## config.mk

```make
export PLATFORM = sky130hd
export DESIGN_NAME = incache_arbiter
export DESIGN_NICKNAME = d
export VERILOG_FILES = /design/src/rtl/incache_pkg.sv /design/src/rtl/incache_rd_pipe.sv /design/src/rtl/incache_arbiter.sv
export SDC_FILE = /design/constraint.sdc
export NUM_CORES = 1
export LEC_CHECK = 0
export ABC_AREA = 1
export CAP_MARGIN = 15
export CORE_AREA = 2 2 80 82
export CTS_CLUSTER_DIAMETER = 60
export DETAILED_ROUTE_END_ITERATION = 8
export DIE_AREA = 0 0 82 84
export PLACE_DENSITY = 0.88
export SLEW_MARGIN = 0
export SYNTH_ARGS = -nofsm -noshare
export SYNTH_HDL_FRONTEND = slang
export SYNTH_SLANG_ARGS = --single-unit
export TNS_END_PERCENT = 10
```

## constraint.sdc

```tcl
create_clock -name clka -period 2.3 [get_ports clka]
set_clock_uncertainty 0.1 [all_clocks]
set_input_delay 0.345 -clock clka [delete_from_list [all_inputs] [get_ports clka]]
set_output_delay 0.345 -clock clka [all_outputs]
set_load 0.005 [all_outputs]
```

## src/rtl/incache_pkg.sv

```systemverilog
// Shared types and constants for the instruction-cache RAM arbiter.
// Latency: n/a (types only).
// Backpressure: n/a.
package incache_pkg;

  localparam int ADDR_W = 13;
  localparam int DATA_W = 32;

  // Which requester owns an access travelling down the read-return pipe.
  typedef enum logic {
    OWN_FETCH = 1'b0,
    OWN_LDR   = 1'b1
  } owner_e;

  // Tag pushed per granted access; valid is set only for reads.
  typedef struct packed {
    logic   valid;
    owner_e owner;
  } rd_tag_t;

  localparam rd_tag_t TAG_IDLE = '{valid: 1'b0, owner: OWN_FETCH};

endpackage

```

## src/rtl/incache_rd_pipe.sv

```systemverilog
// Delays the read tag of each granted access to line up with RAM douta.
// Latency: RD_LATENCY cycles from push to head.
// Backpressure: none; one tag enters and one leaves every cycle.
module incache_rd_pipe
  import incache_pkg::*;
#(
  parameter int RD_LATENCY = 1
) (
  input  logic    clka,
  input  logic    rst_n,
  input  rd_tag_t push_tag,
  output rd_tag_t head_tag
);

  rd_tag_t tag_q [RD_LATENCY];
  rd_tag_t tag_d [RD_LATENCY];

  // Shift every stage one step toward the head; new tag enters stage 0.
  always_comb begin
    tag_d[0] = push_tag;
    for (int i = 1; i < RD_LATENCY; i++) begin
      tag_d[i] = tag_q[i-1];
    end
  end

  // Stage registers; reset drops anything in flight so no stale rvalid appears.
  always_ff @(posedge clka or negedge rst_n) begin
    if (!rst_n) begin
      for (int i = 0; i < RD_LATENCY; i++) begin
        tag_q[i] <= TAG_IDLE;
      end
    end else begin
      tag_q <= tag_d;
    end
  end

  assign head_tag = tag_q[RD_LATENCY-1];

endmodule

```

## src/rtl/incache_arbiter.sv

```systemverilog
// Arbitrates fetch (read-only) and loader (read/write) onto the single-port InCache RAM.
// Latency: grant is combinational; read data returns RD_LATENCY cycles after the grant.
// Backpressure: requesters hold req until gnt; one access is granted per cycle.
module incache_arbiter #(
  parameter int ADDR_W     = incache_pkg::ADDR_W,
  parameter int DATA_W     = incache_pkg::DATA_W,
  parameter int RD_LATENCY = 1,
  parameter int LDR_PRIO   = 0
) (
  input  logic              clka,
  input  logic              rst_n,
  input  logic              f_req,
  input  logic [ADDR_W-1:0] f_addr,
  output logic              f_gnt,
  output logic              f_rvalid,
  output logic [DATA_W-1:0] f_rdata,
  input  logic              l_req,
  input  logic              l_we,
  input  logic [ADDR_W-1:0] l_addr,
  input  logic [DATA_W-1:0] l_wdata,
  output logic              l_gnt,
  output logic              l_rvalid,
  output logic [DATA_W-1:0] l_rdata,
  output logic              ram_wea,
  output logic [ADDR_W-1:0] ram_addra,
  output logic [DATA_W-1:0] ram_dina,
  input  logic [DATA_W-1:0] ram_douta
);

  import incache_pkg::*;

  owner_e            rr_q, rr_d;
  logic [ADDR_W-1:0] addr_q, addr_d;
  logic              f_win, l_win;
  rd_tag_t           push_tag, head_tag;

  // Pick the winner from live requests and the rr pointer; nothing is granted in reset.
  always_comb begin
    f_win = 1'b0;
    l_win = 1'b0;
    if (rst_n) begin
      if (l_req && (!f_req || (LDR_PRIO != 0) || (rr_q == OWN_LDR))) begin
        l_win = 1'b1;
      end else if (f_req) begin
        f_win = 1'b1;
      end
    end
  end

  assign f_gnt = f_win;
  assign l_gnt = l_win;

  // Steer the winner onto the RAM, hand preference to the loser, and tag the access.
  always_comb begin
    rr_d     = rr_q;
    addr_d   = addr_q;
    ram_wea  = 1'b0;
    ram_dina = l_wdata;
    push_tag = TAG_IDLE;
    if (l_win) begin
      rr_d     = OWN_FETCH;
      addr_d   = l_addr;
      ram_wea  = l_we;
      push_tag = '{valid: !l_we, owner: OWN_LDR};
    end else if (f_win) begin
      rr_d     = OWN_LDR;
      addr_d   = f_addr;
      push_tag = '{valid: 1'b1, owner: OWN_FETCH};
    end
  end

  // In idle cycles the RAM keeps seeing the last granted address.
  assign ram_addra = addr_d;

  // rr pointer and held address.
  always_ff @(posedge clka or negedge rst_n) begin
    if (!rst_n) begin
      rr_q   <= OWN_FETCH;
      addr_q <= '0;
    end else begin
      rr_q   <= rr_d;
      addr_q <= addr_d;
    end
  end

  incache_rd_pipe #(
    .RD_LATENCY(RD_LATENCY)
  ) u_rd_pipe (
    .clka    (clka),
    .rst_n   (rst_n),
    .push_tag(push_tag),
    .head_tag(head_tag)
  );

  assign f_rvalid = head_tag.valid && (head_tag.owner == OWN_FETCH);
  assign l_rvalid = head_tag.valid && (head_tag.owner == OWN_LDR);
  assign f_rdata  = ram_douta;
  assign l_rdata  = ram_douta;

endmodule

```

==> After elaboration in Yosys (flattened, before gate mapping) <==
Index checks and enable logic that the tools add are counted.
{ "classes": {"n_mux": 12, "bitwise": 1, "n_reduce_logical": 7} }
{ "op_table": {"columns": ["op", "count"], "rows": [
  ["2-to-1 mux 13 bit", 2],
  ["2-to-1 mux 1 bit", 8],
  ["2-to-1 mux 2 bit", 2],
  ["logical AND 1 bit", 3],
  ["logical NOT 1 bit", 2],
  ["nonzero test 2 bit", 1],
  ["logical OR 1 bit", 1],
  ["NOT 1 bit", 1]
]} }
{ "word_totals": {"register_bits": 16, "input_bits": 95, "output_inout_bits": 114, "elab_cells": 24} }

==> Depth between registers and ports, before layout <==
Gate-level depths: netlist (run 1).
{ "depth": {"ltp_word": 7, "mapped_depth": 7, "ltp_nobuf": 7} }

==> By module <==
A second synthesis (run 1) with hierarchy kept.
{ "hier_totals": {"hier_cells": 190, "area_unflattened_um2": 1505.2} }
{ "modules_own_cells": {"columns": ["mod", "instances", "cells_each", "area_per_inst_um2", "seq_area_each_um2"], "rows": [
  ["incache_arbiter", 1, 188, 1455.1, 350.3],
  ["incache_rd_pipe", 1, 2, 50.0, 50.0]
]} }

==> Least setup slack after synthesis (run 1) <==
Ideal clock, no wire load.
{ "synth_timing": {"path_type": "reg-to-output", "startpoint": "reg rr_q", "endpoint": "out ram_addra[10]", "arrival_ns": 0.914, "required_time_ns": 1.855, "slack_ns": 0.941, "path_stages_with_launch": 7, "path_buffers": 1, "path_cell_list": "dfrtp_1 -> inv_1 -> nand2_2 -> nand3_4 -> buf_2 -> nand3_1 -> nand3_1"} }
{ "synth_between": {"elab_chain_len": 6, "elab_cells_between_ends": 8, "classes_between": "mux: 6; reduce/logical: 2"} }
{ "synth_rtl": {"columns": ["item", "line_no", "source"], "rows": [
  ["start: declaration", "incache_arbiter.sv:32", "owner_e rr_q, rr_d;"],
  ["start signal: assignment", "incache_arbiter.sv:81", "rr_q <= rr_d;"],
  ["logical OR 1 bit *", "incache_arbiter.sv:42", "if (l_req && (!f_req || (LDR_PRIO != 0) || (rr_q == OWN_LDR))) begin"],
  ["logical AND 1 bit *", "incache_arbiter.sv:42", null],
  ["2-to-1 mux 1 bit", "incache_arbiter.sv:42", null],
  ["2-to-1 mux 1 bit", "incache_arbiter.sv:41", "if (rst_n) begin"],
  ["2-to-1 mux 13 bit", "incache_arbiter.sv:65", "end else if (f_win) begin"],
  ["2-to-1 mux 13 bit *", "incache_arbiter.sv:60", "if (l_win) begin"],
  ["end: declaration", "incache_arbiter.sv:25", "output logic [ADDR_W-1:0] ram_addra,"]
]} }
Mark *: on every way between the ends. The rest lies on a longest branch, timed or not.

==> Worst setup path in the final report (run 1) <==
{ "layout_timing": {"startpoint": "reg rr_q", "endpoint": "out ram_addra[4]"} }
Same word-level chain as after synthesis.

==> impl_metrics.json, run 1 <==
{
  "rows": 29,
  "die_w_um": 82,
  "power_density_mw_per_mm2": 553,
  "crit_fanout": 8,
  "grt_first_pass_wirelength_mm": 5.20,
  "postSynthCellCount": 190,
  "cts_tree": "done",
  "synth_edf_count": 0,
  "finalCritPeriodShare_pct": 98.4,
  "synth_top_cell_area_share_pct": 48.9,
  "yosysMostFrequentCell": "buf_4",
  "synthFlopType": "dfrtp_1",
  "die_y_um": 84,
  "gp_congestion": 0.763,
  "wl_met1_mm": 1.31,
  "clkPwrFrac_pct": 29.2,
  "fin_util_pct": 25.8,
  "hp-class": "input pin to asynchronous set/reset pin",
  "hpwl_mm": 2.76,
  "avgSynthCellArea_um2": 7.92,
  "vias": 990,
  "setup_viol": 0,
  "clk_latency_ns": 0.25,
  "seq_area_frac_synth_pct": 26.6,
  "grt_max_degree": 13,
  "ant_nets": 0,
  "setup.worst_path.start_class": "flop",
  "wl_met2_mm": 1.67,
  "dr.pass1.iters": 3,
  "arrival_ns": 1.82,
  "grt_use_total_pct": 10.4,
  "start_util_pct": 24.7,
  "crit_type": "flop to primary output",
  "rsz0062_at_grt": "yes",
  "hold_viol": 0,
  "status": "completed",
  "antenna_found_initial": 0,
  "grt_pass1_vias": 1029,
  "drtIter0Drc": 29,
  "max-slew-margin-rel_pct": 85.4,
  "pre_cts_ws_ns": -0.192,
  "max_freq_ghz": 0.442,
  "remaining_drc_errors": 0,
  "p_leak_nw": 0.792,
  "viasPerCell": 4.18,
  "io_pins": 209,
  "dpl-instance-area_mm2": 0.00146,
  "clk_pin_slew_ns": 0.07,
  "synth_async_sr_flop_share_pct": 100,
  "p_switching_mw": 0.225,
  "synth_common_cells": "buf_4, nand3_1, nand2_1",
  "cts.sinks": 16,
  "core-area_mm2": 0.00610,
  "clock_path_buffers": 2,
  "peakVddDrop_uv": 284,
  "totalWireLength_mm": 3.52,
  "syn_to_final_growth_pct": 4.65,
  "wl_met3_um": 296,
  "yosysTopAreaCell": "buf_4",
  "highest_layer": "met4",
  "p_sw_share_pct": 25.8,
  "drive_gt1_share_pct": 17.5,
  "layout_setup_ws_ns": 0.0377,
  "fp.dieArea_mm2": 0.00689,
  "drv_cap": 0,
  "period_needed_ns": 2.26,
  "synthTopCellsByArea": "buf_4, dfrtp_1, nand3_1",
  "synth_nets": 285,
  "cp.required_ns": 1.86,
  "slew_viol_final": 0,
  "power.internal_mw": 0.646,
  "post_drt_wl_per_cell_um": 14.9,
  "tightest_slew_ns": 0.219,
  "ys_ff_latch": 16,
  "fin_tns_setup_ns": 0,
  "synth_area_mm2": 0.00151,
  "seqPwrFrac_pct": 38.4,
  "power_frac_comb_pct": 32.4,
  "overflow": 0,
  "post-cts-setup-buffer-count": 0,
  "fin_nets": 256,
  "numCtsBuffers": 3,
  "ys_types": 15,
  "fin_area_mm2": 0.00158,
  "htree_levels": 1,
  "io_buffer_count": 48,
  "yosys_warnings": 0,
  "critPathCaptureType": "primary output",
  "root_buffer": "clkbuf_8",
  "antennaDiodeCount": 0
}
==> critical path, stage by stage, from the launching register on <==
cell and delay, ns:
dfrtp_1 0.38, inv_1 0.07, nand2_2 0.08, nand3_4 0.10, bufbuf_16 0.28, nand3_1 0.06
nand3_1 0.09, clkdlybuf4s50_1 0.51
==> power groups by stage <==
| stage | logic, mW | registers [mW] | clock network, mW |
|---|---|---|---|
| 2_1_floorplan | 0.228 | 0.337 | 0 |
| 3_3_place_gp | 0.275 | 0.338 | 0 |
| 3_5_place_dp | 0.279 | 0.340 | 0 |
| 4_1_cts | 0.294 | 0.335 | 0.267 |
| 5_1_grt | 0.308 | 0.338 | 0.282 |
| 6_report | 0.282 | 0.334 | 0.254 |
==> layout by cell type (no fill, tap or decap) <==
cell and instances:
o21ai_0 1, a21oi_1 1, nand3b_1 1, dlygate4sd2_1 2, clkdlybuf4s50_1 39, inv_4 1
nand3_4 1, dfrtp_1 16, buf_12 1, clkdlybuf4s15_1 1, dlymetal6s2s_1 6, inv_2 1
nand3_1 36, nand2_1 19, bufbuf_16 1, clkbuf_8 4, inv_1 7, buf_4 17
nor2_1 2, o21bai_1 1, nand2_2 2
==> routing by layer <==
metal	GRT usage (%)	vias to the layer above
met5	0	-
met4	9.09	0
met3	3.35	35
met2	16.2	57
met1	10.8	453
li1	-	445
==> logic make-up after synthesis <==
| logic type | share of synthesized area (%) |
|---|---|
| AOI/OAI and AO/OA | 1.16 |
| buffers and inverters | 52.5 |
| DFF | 26.6 |
| and+or+nand+nor | 19.7 |
==> what timing repair did <==
item	in CTS	in global routing
pin swaps	1	0
hold buffers	0	0
hold endpoints to repair	0	0
cloned	1	0
endpoints found under the setup margin	15	7
resized for setup	7	7
==> worst paths after layout <==
| path | startpoint | endpoint | slack (ns) | cells past startpoint |
|---|---|---|---|---|
| hold reg to reg | addr_q[2] | addr_q[2] | 0.40 | 2 |
| max in group asynchronous | rst_n | addr_q[6] | 1.83 | 2 |
| setup / recovery | rr_q | ram_addra[4] | 0.04 | 7 |
| hold / removal | rst_n | rr_q | 0.06 | 2 |
| setup reg to reg | rr_q | addr_q[9] | 1.00 | 8 |
| min in group clka | addr_q[2] | addr_q[2] | 0.40 | 2 |
==> metrics by stage <==
stage	instances	power, mW	hold slack, ns
6_report	237	0.871	0.0637
5_1_grt	237	0.928	0.0696
4_1_cts	237	0.896	0.0932
3_5_place_dp	232	0.619	0.398
3_3_place_gp	232	0.614	0.388
2_1_floorplan	190	0.564	-0.0506
==> sequential cells by signal, indices dropped and copies added (netlist names) <==
register / flops
addr_q: 13
u_rd_pipe.head_tag: 2
rr_q: 1
==> cell type report <==
cell class,instances,area [um2]
fillers,674,4520
clock buffers,4,55.1
inverters,9,36.3
multi-input cells,64,314
repair buffers,67,673
flip-flops and latches,16,400
well taps,77,96.3
Power figures use the tool's default switching activity.
==> inputs of run 2 (changes only) <==
--- a/config.mk
+++ b/config.mk
@@ -12,7 +12,7 @@
 export DETAILED_ROUTE_END_ITERATION = 8
 export DIE_AREA = 0 0 82 84
 export PLACE_DENSITY = 0.88
-export SLEW_MARGIN = 0
+export REMOVE_ABC_BUFFERS = 1
 export SYNTH_ARGS = -nofsm -noshare
 export SYNTH_HDL_FRONTEND = slang
 export SYNTH_SLANG_ARGS = --single-unit
==> impl_metrics.json, run 2 (synthesis gave the netlist of run 1 again) <==
{
  "cts.sinks": 16,
  "final_cell_mix": "clkdlybuf4s50_1, nand3_1, nand2_1",
  "slew_viol_final": 0,
  "highest_layer": "met4",
  "wl_met1_mm": 1.95,
  "io_pins": 209,
  "tightest_slew_ns": 0.243,
  "final_common_cell": "clkdlybuf4s50_1",
  "die_w_um": 82,
  "viasPerCell": 5.17,
  "fp.dieArea_mm2": 0.00689,
  "cp.required_ns": 1.86,
  "post-cts-setup-buffer-count": 0,
  "htree_levels": 1,
  "fin_util_pct": 25.0,
  "grt_max_degree": 15,
  "rows": 29,
  "dpl-instance-area_mm2": 0.00145,
  "grt_use_total_pct": 25.4,
  "antenna_found_initial": 0,
  "numCtsBuffers": 3,
  "cp.buffers_inverters": 4,
  "gp_congestion": 0.813,
  "grt_pass1_vias": 1168,
  "root_buffer": "clkbuf_8",
  "io_buffer_count": 48,
  "reg2reg_slack_ns": 0.97,
  "power_density_mw_per_mm2": 570,
  "arrival_ns": 1.76,
  "die_y_um": 84,
  "max_freq_ghz": 0.454,
  "remaining_drc_errors": 0,
  "drtIter0Drc": 79,
  "finalCritPeriodShare_pct": 95.7,
  "overflow": 0,
  "clk_pin_slew_ns": 0.07,
  "clock_path_buffers": 2,
  "antennaDiodeCount": 0,
  "core-area_mm2": 0.00610,
  "dr.pass1.iters": 4,
  "p_leak_nw": 0.708,
  "vias": 1188,
  "crit_type": "input pin to primary output",
  "largest_register": "addr_q",
  "period_needed_ns": 2.20,
  "clk_latency_ns": 0.25,
  "crit_family": "buffers and inverters",
  "start_util_pct": 24.7,
  "peakVddDrop_uv": 398,
  "totalWireLength_mm": 8.92,
  "critPathMaxStageDelay_ns": 0.51,
  "wl_met3_mm": 1.50,
  "wl_met2_mm": 4.27,
  "cts_tree": "done",
  "syn_to_final_growth_pct": 1.41,
  "ant_nets": 0,
  "fin_area_mm2": 0.00153,
  "drive_gt1_share_pct": 14.4,
  "hp-class": "input pin to asynchronous set/reset pin",
  "hpwl_mm": 7.96,
  "grt_first_pass_wirelength_mm": 10.9,
  "status": "completed",
  "ctsHoldBuffers": 0,
  "cts-resized-gates": 6,
  "critPathCaptureType": "primary output",
  "post_drt_wl_per_cell_um": 38.8,
  "crit_fanout": 9,
  "crit_chain": "dlygate4sd2_1 -> nand2_2 -> nand3_4 -> inv_4 -> buf_12 -> nand2_1 -> nand3_1 -> clkdlybuf4s50_1",
  "max-slew-margin-rel_pct": 83.8,
  "hold_viol": 0,
  "setup.worst_path.start_class": "input pin",
  "largest_reg_flops": 13,
  "crit_path_top_delay_cell": "clkdlybuf4s50_1",
  "fin_nets": 249,
  "setup_viol": 0,
  "drv_cap": 0
}
[run 2: cell count changes in the layout (fill, tap and decap cells not counted), sizes merged]
cell / change
dlymetal6s2s: -3
bufbuf: -1
clkdlybuf4s15: -1
dlygate4sd2: +1
clkdlybuf4s50: +3
buf: -6
[run 2: worst register-to-register path: stages (launching register included)]
cell and delay [ns]:
dfrtp_1 0.38, inv_1 0.07, nand2_2 0.09, nand3_4 0.11, inv_4 0.06, buf_12 0.13
nand2_1 0.06, nand3_1 0.10, buf_4 0.14
[run 2: area by class of cell]
type	instances	area (um2)
clock buffer	4	55.1
fill	677	4570
inverter	9	38.8
multi-input combinational	64	317
sequential	16	400
tap	77	96.3
timing repair buffer	60	619
[run 2: stage by stage]
step	setup TNS [ns]	instances	setup WS [ns]	power [mW]	hold slack [ns]
finish	0	230	0.0986	0.871	0.202
global route	-0.00181	230	-0.000922	0.924	0.212
CTS	0	230	0.0686	0.879	0.207
detailed placement	-2.54	226	-0.215	0.625	0.402
global placement	-1.76	226	-0.160	0.618	0.386
floorplan	0	89	0.908	0.421	-0.0506
[run 2: final timing paths]
check / from / end / cells after the start
worst max-delay path: f_req / ram_addra[9] / 8
worst min-delay path: rst_n / addr_q[12] / 2
worst max register to register: rr_q / addr_q[6] / 8
worst min register to register: addr_q[8] / addr_q[8] / 2
max in group asynchronous: rst_n / addr_q[8] / 2
min in group clka: addr_q[8] / addr_q[8] / 2
[run 2: metal layers]
| layer | global-route usage, % | vias to the layer above |
|---|---|---|
| met4 | 28.3 | 0 |
| met3 | 17.6 | 62 |
| met2 | 40.2 | 170 |
| met5 | 3.33 | - |
| li1 | - | 427 |
| met1 | 17.2 | 529 |
[run 2: power by group]
part           switching [mW]  total [mW]  internal (mW)
logic                   0.114       0.284          0.170
clock network           0.100       0.252          0.152
registers              0.0123       0.335          0.322
